<file path="config.mk">
export PLATFORM = sky130hd
export DESIGN_NAME = id_ex_stage_flat
export DESIGN_NICKNAME = d
export VERILOG_FILES = /design/src/rtl/mips_pkg.sv /design/src/rtl/id_ex_stage_if.sv /design/src/rtl/id_ex_stage_hazard_unit.sv /design/src/rtl/id_ex_stage.sv /design/src/flat_wrapper.sv
export SDC_FILE = /design/constraint.sdc
export NUM_CORES = 1
export LEC_CHECK = 0
export CORE_MARGIN = 3
export CORE_UTILIZATION = 40
export DETAILED_ROUTE_END_ITERATION = 10
export PLACE_DENSITY_LB_ADDON = 0.05
export REMOVE_ABC_BUFFERS = 1
export SLEW_MARGIN = 20
export SYNTH_ARGS = -nofsm -noshare
export SYNTH_HDL_FRONTEND = slang
export SYNTH_SLANG_ARGS = --single-unit
</file>
<file path="constraint.sdc">
create_clock -name clk -period 3.05 [get_ports clk]
set_clock_uncertainty 0.05 [all_clocks]
set_input_delay 0.4575 -clock clk [delete_from_list [all_inputs] [get_ports clk]]
set_output_delay 0.4575 -clock clk [all_outputs]
set_load 0.01 [all_outputs]
</file>
<file path="src/rtl/mips_pkg.sv">
// Shared definitions for the MIPS ID stage: opcode encodings, the ID/EX
// pipeline register layout and the combinational instruction decoder.
package mips_pkg;

  localparam logic [5:0] OP_RTYPE = 6'h00;
  localparam logic [5:0] OP_J     = 6'h02;
  localparam logic [5:0] OP_BEQ   = 6'h04;
  localparam logic [5:0] OP_ADDI  = 6'h08;
  localparam logic [5:0] OP_SLTI  = 6'h0A;
  localparam logic [5:0] OP_ANDI  = 6'h0C;
  localparam logic [5:0] OP_ORI   = 6'h0D;
  localparam logic [5:0] OP_LW    = 6'h23;
  localparam logic [5:0] OP_SW    = 6'h2B;

  // Contents of the ID/EX pipeline register.
  typedef struct packed {
    logic        valid;
    logic [5:0]  op;
    logic [5:0]  funct;
    logic [4:0]  rs;
    logic [4:0]  rt;
    logic [4:0]  dst;
    logic [31:0] a;
    logic [31:0] b;
    logic [31:0] imm;
    logic        regwr;
    logic        load;
    logic [31:0] pc4;
  } id_ex_t;

  typedef struct packed {
    logic [4:0] dst;
    logic       regwr;
    logic       load;
    logic       uses_rt;
  } decode_t;

  // Unknown opcodes fall through as NOPs; a write to $0 is never a write.
  function automatic decode_t decode(input logic [5:0] op,
                                     input logic [4:0] rt,
                                     input logic [4:0] rd);
    decode_t d;
    d = '0;
    case (op)
      OP_RTYPE: begin
        d.dst     = rd;
        d.regwr   = 1'b1;
        d.uses_rt = 1'b1;
      end
      OP_LW: begin
        d.dst   = rt;
        d.regwr = 1'b1;
        d.load  = 1'b1;
      end
      OP_ADDI, OP_ANDI, OP_ORI, OP_SLTI: begin
        d.dst   = rt;
        d.regwr = 1'b1;
      end
      OP_SW, OP_BEQ: d.uses_rt = 1'b1;
      default: ;
    endcase
    if (d.dst == 5'd0) d.regwr = 1'b0;
    return d;
  endfunction

endpackage

</file>
<file path="src/rtl/id_ex_stage_if.sv">
// IF/ID -> ID handshake: valid instruction word and its PC+4 from upstream,
// ready back from the ID stage (0 = IF/ID must hold).
//   master: IF/ID side (drives instruction), slave: ID stage.
interface id_ex_stage_if;
  logic        if_valid_i;
  logic [31:0] if_instr_i;
  logic [31:0] if_pc4_i;
  logic        id_ready_o;

  modport master (output if_valid_i, if_instr_i, if_pc4_i, input id_ready_o);
  modport slave  (input if_valid_i, if_instr_i, if_pc4_i, output id_ready_o);
endinterface

</file>
<file path="src/rtl/id_ex_stage_hazard_unit.sv">
// Load-use hazard detector: flags when the instruction in ID reads the
// destination of a load currently sitting in ID/EX.
//   rs, rt, uses_rt  : source registers of the ID instruction
//   if_valid         : ID instruction valid
//   ex_valid, ex_load, ex_dst : state of the ID/EX entry
//   luh              : hazard, insert one bubble
module hazard_unit (
  input  logic [4:0] rs,
  input  logic [4:0] rt,
  input  logic       uses_rt,
  input  logic       if_valid,
  input  logic       ex_valid,
  input  logic       ex_load,
  input  logic [4:0] ex_dst,
  output logic       luh
);
  assign luh = if_valid & ex_valid & ex_load & (ex_dst != 5'd0)
             & ((ex_dst == rs) | (uses_rt & (ex_dst == rt)));
endmodule

</file>
<file path="src/rtl/id_ex_stage.sv">
// MIPS decode/operand stage: reads the register file, decodes the IF/ID
// instruction, inserts load-use bubbles and owns the ID/EX register.
//   clk, rst_n        : clock, synchronous active-low reset
//   ifid (slave)      : IF/ID valid/instr/pc4 in, id_ready_o out
//   ra1_o/ra2_o, rd1_i/rd2_i : register file read ports
//   wb_we_i/wa/wd     : writeback port (used for the optional bypass)
//   ex_stall_i, flush_i : hold / kill the ID/EX entry
//   ex_*_o            : ID/EX register fields
//   bubble_cnt_o      : saturating count of load-use bubbles
// Optional feature macro: WB_BYPASS_EN forwards a same-cycle WB write to
// the operand capture.
module id_ex_stage
  import mips_pkg::*;
#(
  parameter int unsigned CNT_W = 16
) (
  input  logic             clk,
  input  logic             rst_n,
  id_ex_stage_if.slave     ifid,
  output logic [4:0]       ra1_o,
  output logic [4:0]       ra2_o,
  input  logic [31:0]      rd1_i,
  input  logic [31:0]      rd2_i,
  input  logic             wb_we_i,
  input  logic [4:0]       wb_wa_i,
  input  logic [31:0]      wb_wd_i,
  input  logic             ex_stall_i,
  input  logic             flush_i,
  output logic             ex_valid_o,
  output logic [5:0]       ex_op_o,
  output logic [5:0]       ex_funct_o,
  output logic [4:0]       ex_rs_o,
  output logic [4:0]       ex_rt_o,
  output logic [4:0]       ex_dst_o,
  output logic [31:0]      ex_a_o,
  output logic [31:0]      ex_b_o,
  output logic [31:0]      ex_imm_o,
  output logic             ex_regwr_o,
  output logic             ex_load_o,
  output logic [31:0]      ex_pc4_o,
  output logic [CNT_W-1:0] bubble_cnt_o
);
  localparam logic [CNT_W-1:0] CNT_ONE = CNT_W'(1);

  id_ex_t     r;
  id_ex_t     nxt;
  decode_t    dec;
  logic [4:0] rs;
  logic [4:0] rt;
  logic       luh;
  logic [31:0] opa;
  logic [31:0] opb;

  assign rs    = ifid.if_instr_i[25:21];
  assign rt    = ifid.if_instr_i[20:16];
  assign ra1_o = rs;
  assign ra2_o = rt;
  assign dec   = decode(ifid.if_instr_i[31:26], rt, ifid.if_instr_i[15:11]);

`ifdef WB_BYPASS_EN
  // The regfile commits on the same edge that captures ID/EX, so its read
  // port still shows the old value; take the WB data directly instead.
  assign opa = (wb_we_i && wb_wa_i != 5'd0 && wb_wa_i == rs) ? wb_wd_i : rd1_i;
  assign opb = (wb_we_i && wb_wa_i != 5'd0 && wb_wa_i == rt) ? wb_wd_i : rd2_i;
`else
  logic wb_unused;
  assign wb_unused = ^{wb_we_i, wb_wa_i, wb_wd_i};
  assign opa = rd1_i;
  assign opb = rd2_i;
`endif

  hazard_unit u_hazard (
    .rs       (rs),
    .rt       (rt),
    .uses_rt  (dec.uses_rt),
    .if_valid (ifid.if_valid_i),
    .ex_valid (r.valid),
    .ex_load  (r.load),
    .ex_dst   (r.dst),
    .luh      (luh)
  );

  assign ifid.id_ready_o = ~ex_stall_i & ~luh;

  always_comb begin
    nxt       = '0;
    nxt.valid = ifid.if_valid_i;
    nxt.op    = ifid.if_instr_i[31:26];
    nxt.funct = ifid.if_instr_i[5:0];
    nxt.rs    = rs;
    nxt.rt    = rt;
    nxt.dst   = dec.dst;
    nxt.a     = opa;
    nxt.b     = opb;
    nxt.imm   = {{16{ifid.if_instr_i[15]}}, ifid.if_instr_i[15:0]};
    nxt.regwr = dec.regwr;
    nxt.load  = dec.load;
    nxt.pc4   = ifid.if_pc4_i;
  end

  always_ff @(posedge clk) begin
    if (!rst_n) begin
      r            <= '0;
      bubble_cnt_o <= '0;
    end else if (flush_i) begin
      r.valid <= 1'b0;
    end else if (ex_stall_i) begin
      r <= r;
    end else if (luh) begin
      r.valid <= 1'b0;
      if (bubble_cnt_o != '1) bubble_cnt_o <= bubble_cnt_o + CNT_ONE;
    end else begin
      r <= nxt;
    end
  end

  assign ex_valid_o = r.valid;
  assign ex_op_o    = r.op;
  assign ex_funct_o = r.funct;
  assign ex_rs_o    = r.rs;
  assign ex_rt_o    = r.rt;
  assign ex_dst_o   = r.dst;
  assign ex_a_o     = r.a;
  assign ex_b_o     = r.b;
  assign ex_imm_o   = r.imm;
  assign ex_regwr_o = r.regwr;
  assign ex_load_o  = r.load;
  assign ex_pc4_o   = r.pc4;
endmodule

</file>
<file path="src/flat_wrapper.sv">
// flat-port wrapper written by rule: the top's interface ports become plain ports
module id_ex_stage_flat import mips_pkg::*;
#(
  parameter int unsigned CNT_W = 16
)
  (clk, rst_n, ra1_o, ra2_o, rd1_i, rd2_i, wb_we_i, wb_wa_i, wb_wd_i, ex_stall_i, flush_i, ex_valid_o, ex_op_o, ex_funct_o, ex_rs_o, ex_rt_o, ex_dst_o, ex_a_o, ex_b_o, ex_imm_o, ex_regwr_o, ex_load_o, ex_pc4_o, bubble_cnt_o, ifid_if_valid_i, ifid_if_instr_i, ifid_if_pc4_i, ifid_id_ready_o);
  id_ex_stage_if ifid_i ();
  input  logic clk;
  input  logic rst_n;
  output logic [4:0] ra1_o;
  output logic [4:0] ra2_o;
  input  logic [31:0] rd1_i;
  input  logic [31:0] rd2_i;
  input  logic wb_we_i;
  input  logic [4:0] wb_wa_i;
  input  logic [31:0] wb_wd_i;
  input  logic ex_stall_i;
  input  logic flush_i;
  output logic ex_valid_o;
  output logic [5:0] ex_op_o;
  output logic [5:0] ex_funct_o;
  output logic [4:0] ex_rs_o;
  output logic [4:0] ex_rt_o;
  output logic [4:0] ex_dst_o;
  output logic [31:0] ex_a_o;
  output logic [31:0] ex_b_o;
  output logic [31:0] ex_imm_o;
  output logic ex_regwr_o;
  output logic ex_load_o;
  output logic [31:0] ex_pc4_o;
  output logic [CNT_W-1:0] bubble_cnt_o;
  input wire logic [$bits(ifid_i.if_valid_i)-1:0] ifid_if_valid_i;
  input wire logic [$bits(ifid_i.if_instr_i)-1:0] ifid_if_instr_i;
  input wire logic [$bits(ifid_i.if_pc4_i)-1:0] ifid_if_pc4_i;
  output wire logic [$bits(ifid_i.id_ready_o)-1:0] ifid_id_ready_o;
  assign ifid_i.if_valid_i = ifid_if_valid_i;
  assign ifid_i.if_instr_i = ifid_if_instr_i;
  assign ifid_i.if_pc4_i = ifid_if_pc4_i;
  assign ifid_id_ready_o = ifid_i.id_ready_o;
  id_ex_stage #(.CNT_W(CNT_W)) u_core (.clk(clk), .rst_n(rst_n), .ifid(ifid_i), .ra1_o(ra1_o), .ra2_o(ra2_o), .rd1_i(rd1_i), .rd2_i(rd2_i), .wb_we_i(wb_we_i), .wb_wa_i(wb_wa_i), .wb_wd_i(wb_wd_i), .ex_stall_i(ex_stall_i), .flush_i(flush_i), .ex_valid_o(ex_valid_o), .ex_op_o(ex_op_o), .ex_funct_o(ex_funct_o), .ex_rs_o(ex_rs_o), .ex_rt_o(ex_rt_o), .ex_dst_o(ex_dst_o), .ex_a_o(ex_a_o), .ex_b_o(ex_b_o), .ex_imm_o(ex_imm_o), .ex_regwr_o(ex_regwr_o), .ex_load_o(ex_load_o), .ex_pc4_o(ex_pc4_o), .bubble_cnt_o(bubble_cnt_o));
endmodule
</file>
==> results.sh <==
export IMPL_finalMaxSlewViolations=0
export IMPL_core_area_sq_um=16700
export IMPL_drive_gt1_share_pct=5.87
export IMPL_crit_arrival_ns=2.45
export IMPL_crit_required_ns=2.54
export IMPL_io_buffers=317
export IMPL_worstMarginPinSlew_ns=0.621
export IMPL_cp_startpoint="ifid_if_instr_i[26]"
export IMPL_via_per_inst=4.74
export IMPL_die_h_um=137
export IMPL_finalHoldViolCount=0
export IMPL_path_max_fanout=5
export IMPL_leakage_nw=4.05
export IMPL_seq_area_frac_synth_pct=44.3
export IMPL_maxSlewHeadroom_pct=58.3
export IMPL_row_count=47
export IMPL_route_detailed_drc=0
export IMPL_whs_ns=0.349
export IMPL_holdPathStages=3
export IMPL_wl_mm=19.5
export IMPL_dr_total_vias=6134
export IMPL_period_share_pct=97.1
export IMPL_crit_reg2reg_launch="u_core.ex_dst_o[0]$_SDFFE_PN0P_"
export IMPL_fin_cells=1294
export IMPL_critPathLaunchType="primary input"
export IMPL_yosysWarnings=0
export IMPL_grt_util_all_layers_pct=20.2
export IMPL_post_cts_setup_buffers=0
export IMPL_hold_class="in2reg"
export IMPL_regToRegEndpoint="u_core.ex_b_o[21]$_SDFFE_PN0P_"
export IMPL_endpoint_kind="primary output"
export IMPL_grt_overflow_total=0
export IMPL_ant_nets=0
export IMPL_drtPass1Iterations=4
export IMPL_setup_tns_ns=0
export IMPL_syn_inst=788
export IMPL_nets=1234
export IMPL_clk_pin_slew_worst_paths_ns=0.06
export IMPL_clock_latency_ns=0.41
export IMPL_hp_start="ifid_if_instr_i[31]"
export IMPL_synth_cell_area_sq_um=6870
export IMPL_maxCapViolCount=0
export IMPL_status="finished clean"
export IMPL_post_place_cells=1263
export IMPL_power_mw=4.98
export IMPL_cts_inserted_buffers=17
export IMPL_htreeDepth=4
export IMPL_start_util_pct=41.1
export IMPL_final_common_cell="clkdlybuf4s50_1"
export IMPL_grt_max_degree=92
export IMPL_reg2reg_depth=7
export IMPL_cts_root_buffer="clkbuf_16"
export IMPL_rsz0062_at_grt="false"
export IMPL_synth_distinct_cells=33
export IMPL_die_x_um=137
export IMPL_cts_tree="built"
export IMPL_areaGrowthSynthToFinish_pct=55.9
export IMPL_grt_pass1_wl_mm=30.0
export IMPL_dp_final_hpwl_mm=14.3
export IMPL_io_pins=356
export IMPL_finalWeightedCongestion=0.831
export IMPL_antenna_found_initial=0
export IMPL_setup_viol=0
export IMPL_cts_buffer_depth=2
export IMPL_drt_first_iter_violations=333
export IMPL_ys_ff_latch=152
export IMPL_path_class="in2out"
export IMPL_ir_drop_mv=0.400
export IMPL_diodes=0
export IMPL_grt_pass1_vias=5723
export IMPL_clock_sinks=152
export IMPL_wl_per_cell_um=15.0
export IMPL_holdPathEnd="u_core.ex_op_o[5]$_SDFFE_PN0P_"
export IMPL_syn_avg_cell_area_sq_um=8.72
export IMPL_layout_common_cells="314 x clkdlybuf4s50_1, 290 x nand2_1, 152 x mux2i_1, 152 x dfxtp_1, 17 x clkbuf_16"
export IMPL_dieArea_sq_um=18800
export IMPL_powerDensity_nw_per_um2=465
export IMPL_period_minus_slack_ns=2.96
export IMPL_fmaxAchievable_ghz=0.338
export IMPL_regToRegSetupSlack_ns=0.45
worst max path at each step:
| stage | slack [ns] | end | depth (start not counted) |
|---|---|---|---|
| finish | 0.09 | ifid_id_ready_o | 7 |
| global placement | 0.05 | u_core.bubble_cnt_o[14]$_SDFFE_PN0P_ | 7 |
| detailed placement | 0.03 | u_core.bubble_cnt_o[14]$_SDFFE_PN0P_ | 7 |
| floorplan | -3.58 | u_core.ex_a_o[0]$_SDFFE_PN0P_ | 5 |
| global route | 0.02 | ifid_id_ready_o | 6 |
| CTS | 0.06 | ifid_id_ready_o | 7 |
registers in the layout, indices dropped and copies added (netlist names):
signal	flops
u_core.ex_a_o	32
u_core.ex_b_o	32
u_core.ex_pc4_o	32
u_core.bubble_cnt_o	16
u_core.ex_imm_o	16
u_core.ex_op_o	6
u_core.ex_dst_o	5
u_core.ex_rs_o	5
u_core.ex_rt_o	5
u_core.ex_load_o	1
u_core.ex_regwr_o	1
u_core.ex_valid_o	1
where the power goes:
part           internal, mW  leakage, nW  total (mW)  switching (mW)
clock                  1.24        0.275        2.07           0.829
combinational         0.459         2.53       0.783           0.324
sequential             2.07         1.24        2.12          0.0477
total                  3.78         4.05        4.98            1.20
logic make-up (layout without fill, tap and decap cells):
| kind of cell | count (synthesis) | count (layout) | share of synthesized area [%] |
|---|---|---|---|
| AND/OR/NAND/NOR | 348 | 348 | 20.8 |
| multiplexers | 152 | 152 | 22.1 |
| flip-flops | 152 | 152 | 44.3 |
| buffers and inverters | 96 | 382 | 8.18 |
| AO/OA/AOI/OAI | 29 | 29 | 3.13 |
| XOR/XNOR | 10 | 10 | 1.28 |
| adder cells (fa/ha/maj) | 1 | 1 | 0.182 |
worst max-delay path, stage by stage:
cell             delay (ns)
clkdlybuf4s50_1        0.56
and3_4                 0.23
a31oi_1                0.08
or4b_1                 0.52
nand2_1                0.09
nor2_1                 0.04
clkdlybuf4s50_1        0.47
cell type report:
type | count | area (sq um)
Fill cell | 1502 | 5990
Timing Repair Buffer | 342 | 3480
Multi-Input combinational cell | 540 | 3290
Sequential cell | 152 | 3040
Clock buffer | 20 | 457
Tap cell | 220 | 275
Clock inverter | 11 | 123
Inverter | 9 | 33.8
layer usage:
metal	vias to the layer above	wire length (um)	global-route usage (%)
met1	2770	8080	24.6
met5	-	0	0
met4	0	199	5.82
met2	228	9010	32.4
met3	13	2160	9.08
li1	3123	-	-
stage by stage:
stage	worst slack, ns	utilization (%)	instance area [sq um]
4_1_cts	0.0645	63.9	10700
3_5_place_dp	0.0280	60.5	10100
3_3_place_gp	0.0485	60.5	10100
6_report	0.0887	64.1	10700
2_1_floorplan	-3.58	-	6340
5_1_grt	0.0173	64.1	10700
synthesized netlist by cell type:
library cell	n	area, sq um
nand2_1	290	1090
dfxtp_1	152	3040
mux2i_1	152	1520
buf_4	41	308
clkbuf_1	38	143
nand2b_1	14	87.6
nand3_1	14	70.1
a211oi_1	9	67.6
inv_1	9	33.8
nand4_1	7	43.8
xnor2_1	7	61.3
buf_6	6	67.6
nor2_1	6	22.5
a2111oi_0	5	43.8
o31ai_1	5	37.5
a21oi_1	3	15.0
nor3_1	3	15.0
nor4_1	3	18.8
or3_1	3	18.8
xor2_1	3	26.3
and3_1	2	12.5
buf_2	2	10.0
o2111ai_1	2	17.5
o21ai_0	2	10.0
or4_1	2	15.0
a31o_2	1	8.76
a31oi_1	1	6.26
a32oi_1	1	8.76
and4_1	1	8.76
and4b_1	1	10.0
ha_1	1	12.5
or2_2	1	6.26
or4b_1	1	10.0
what timing repair did:
action                                  4_1_cts  5_1_grt
resized for setup                             0        6
endpoints found under the setup margin        0        1
hold buffers                                  0        0
(Power assumes the default switching activity.)
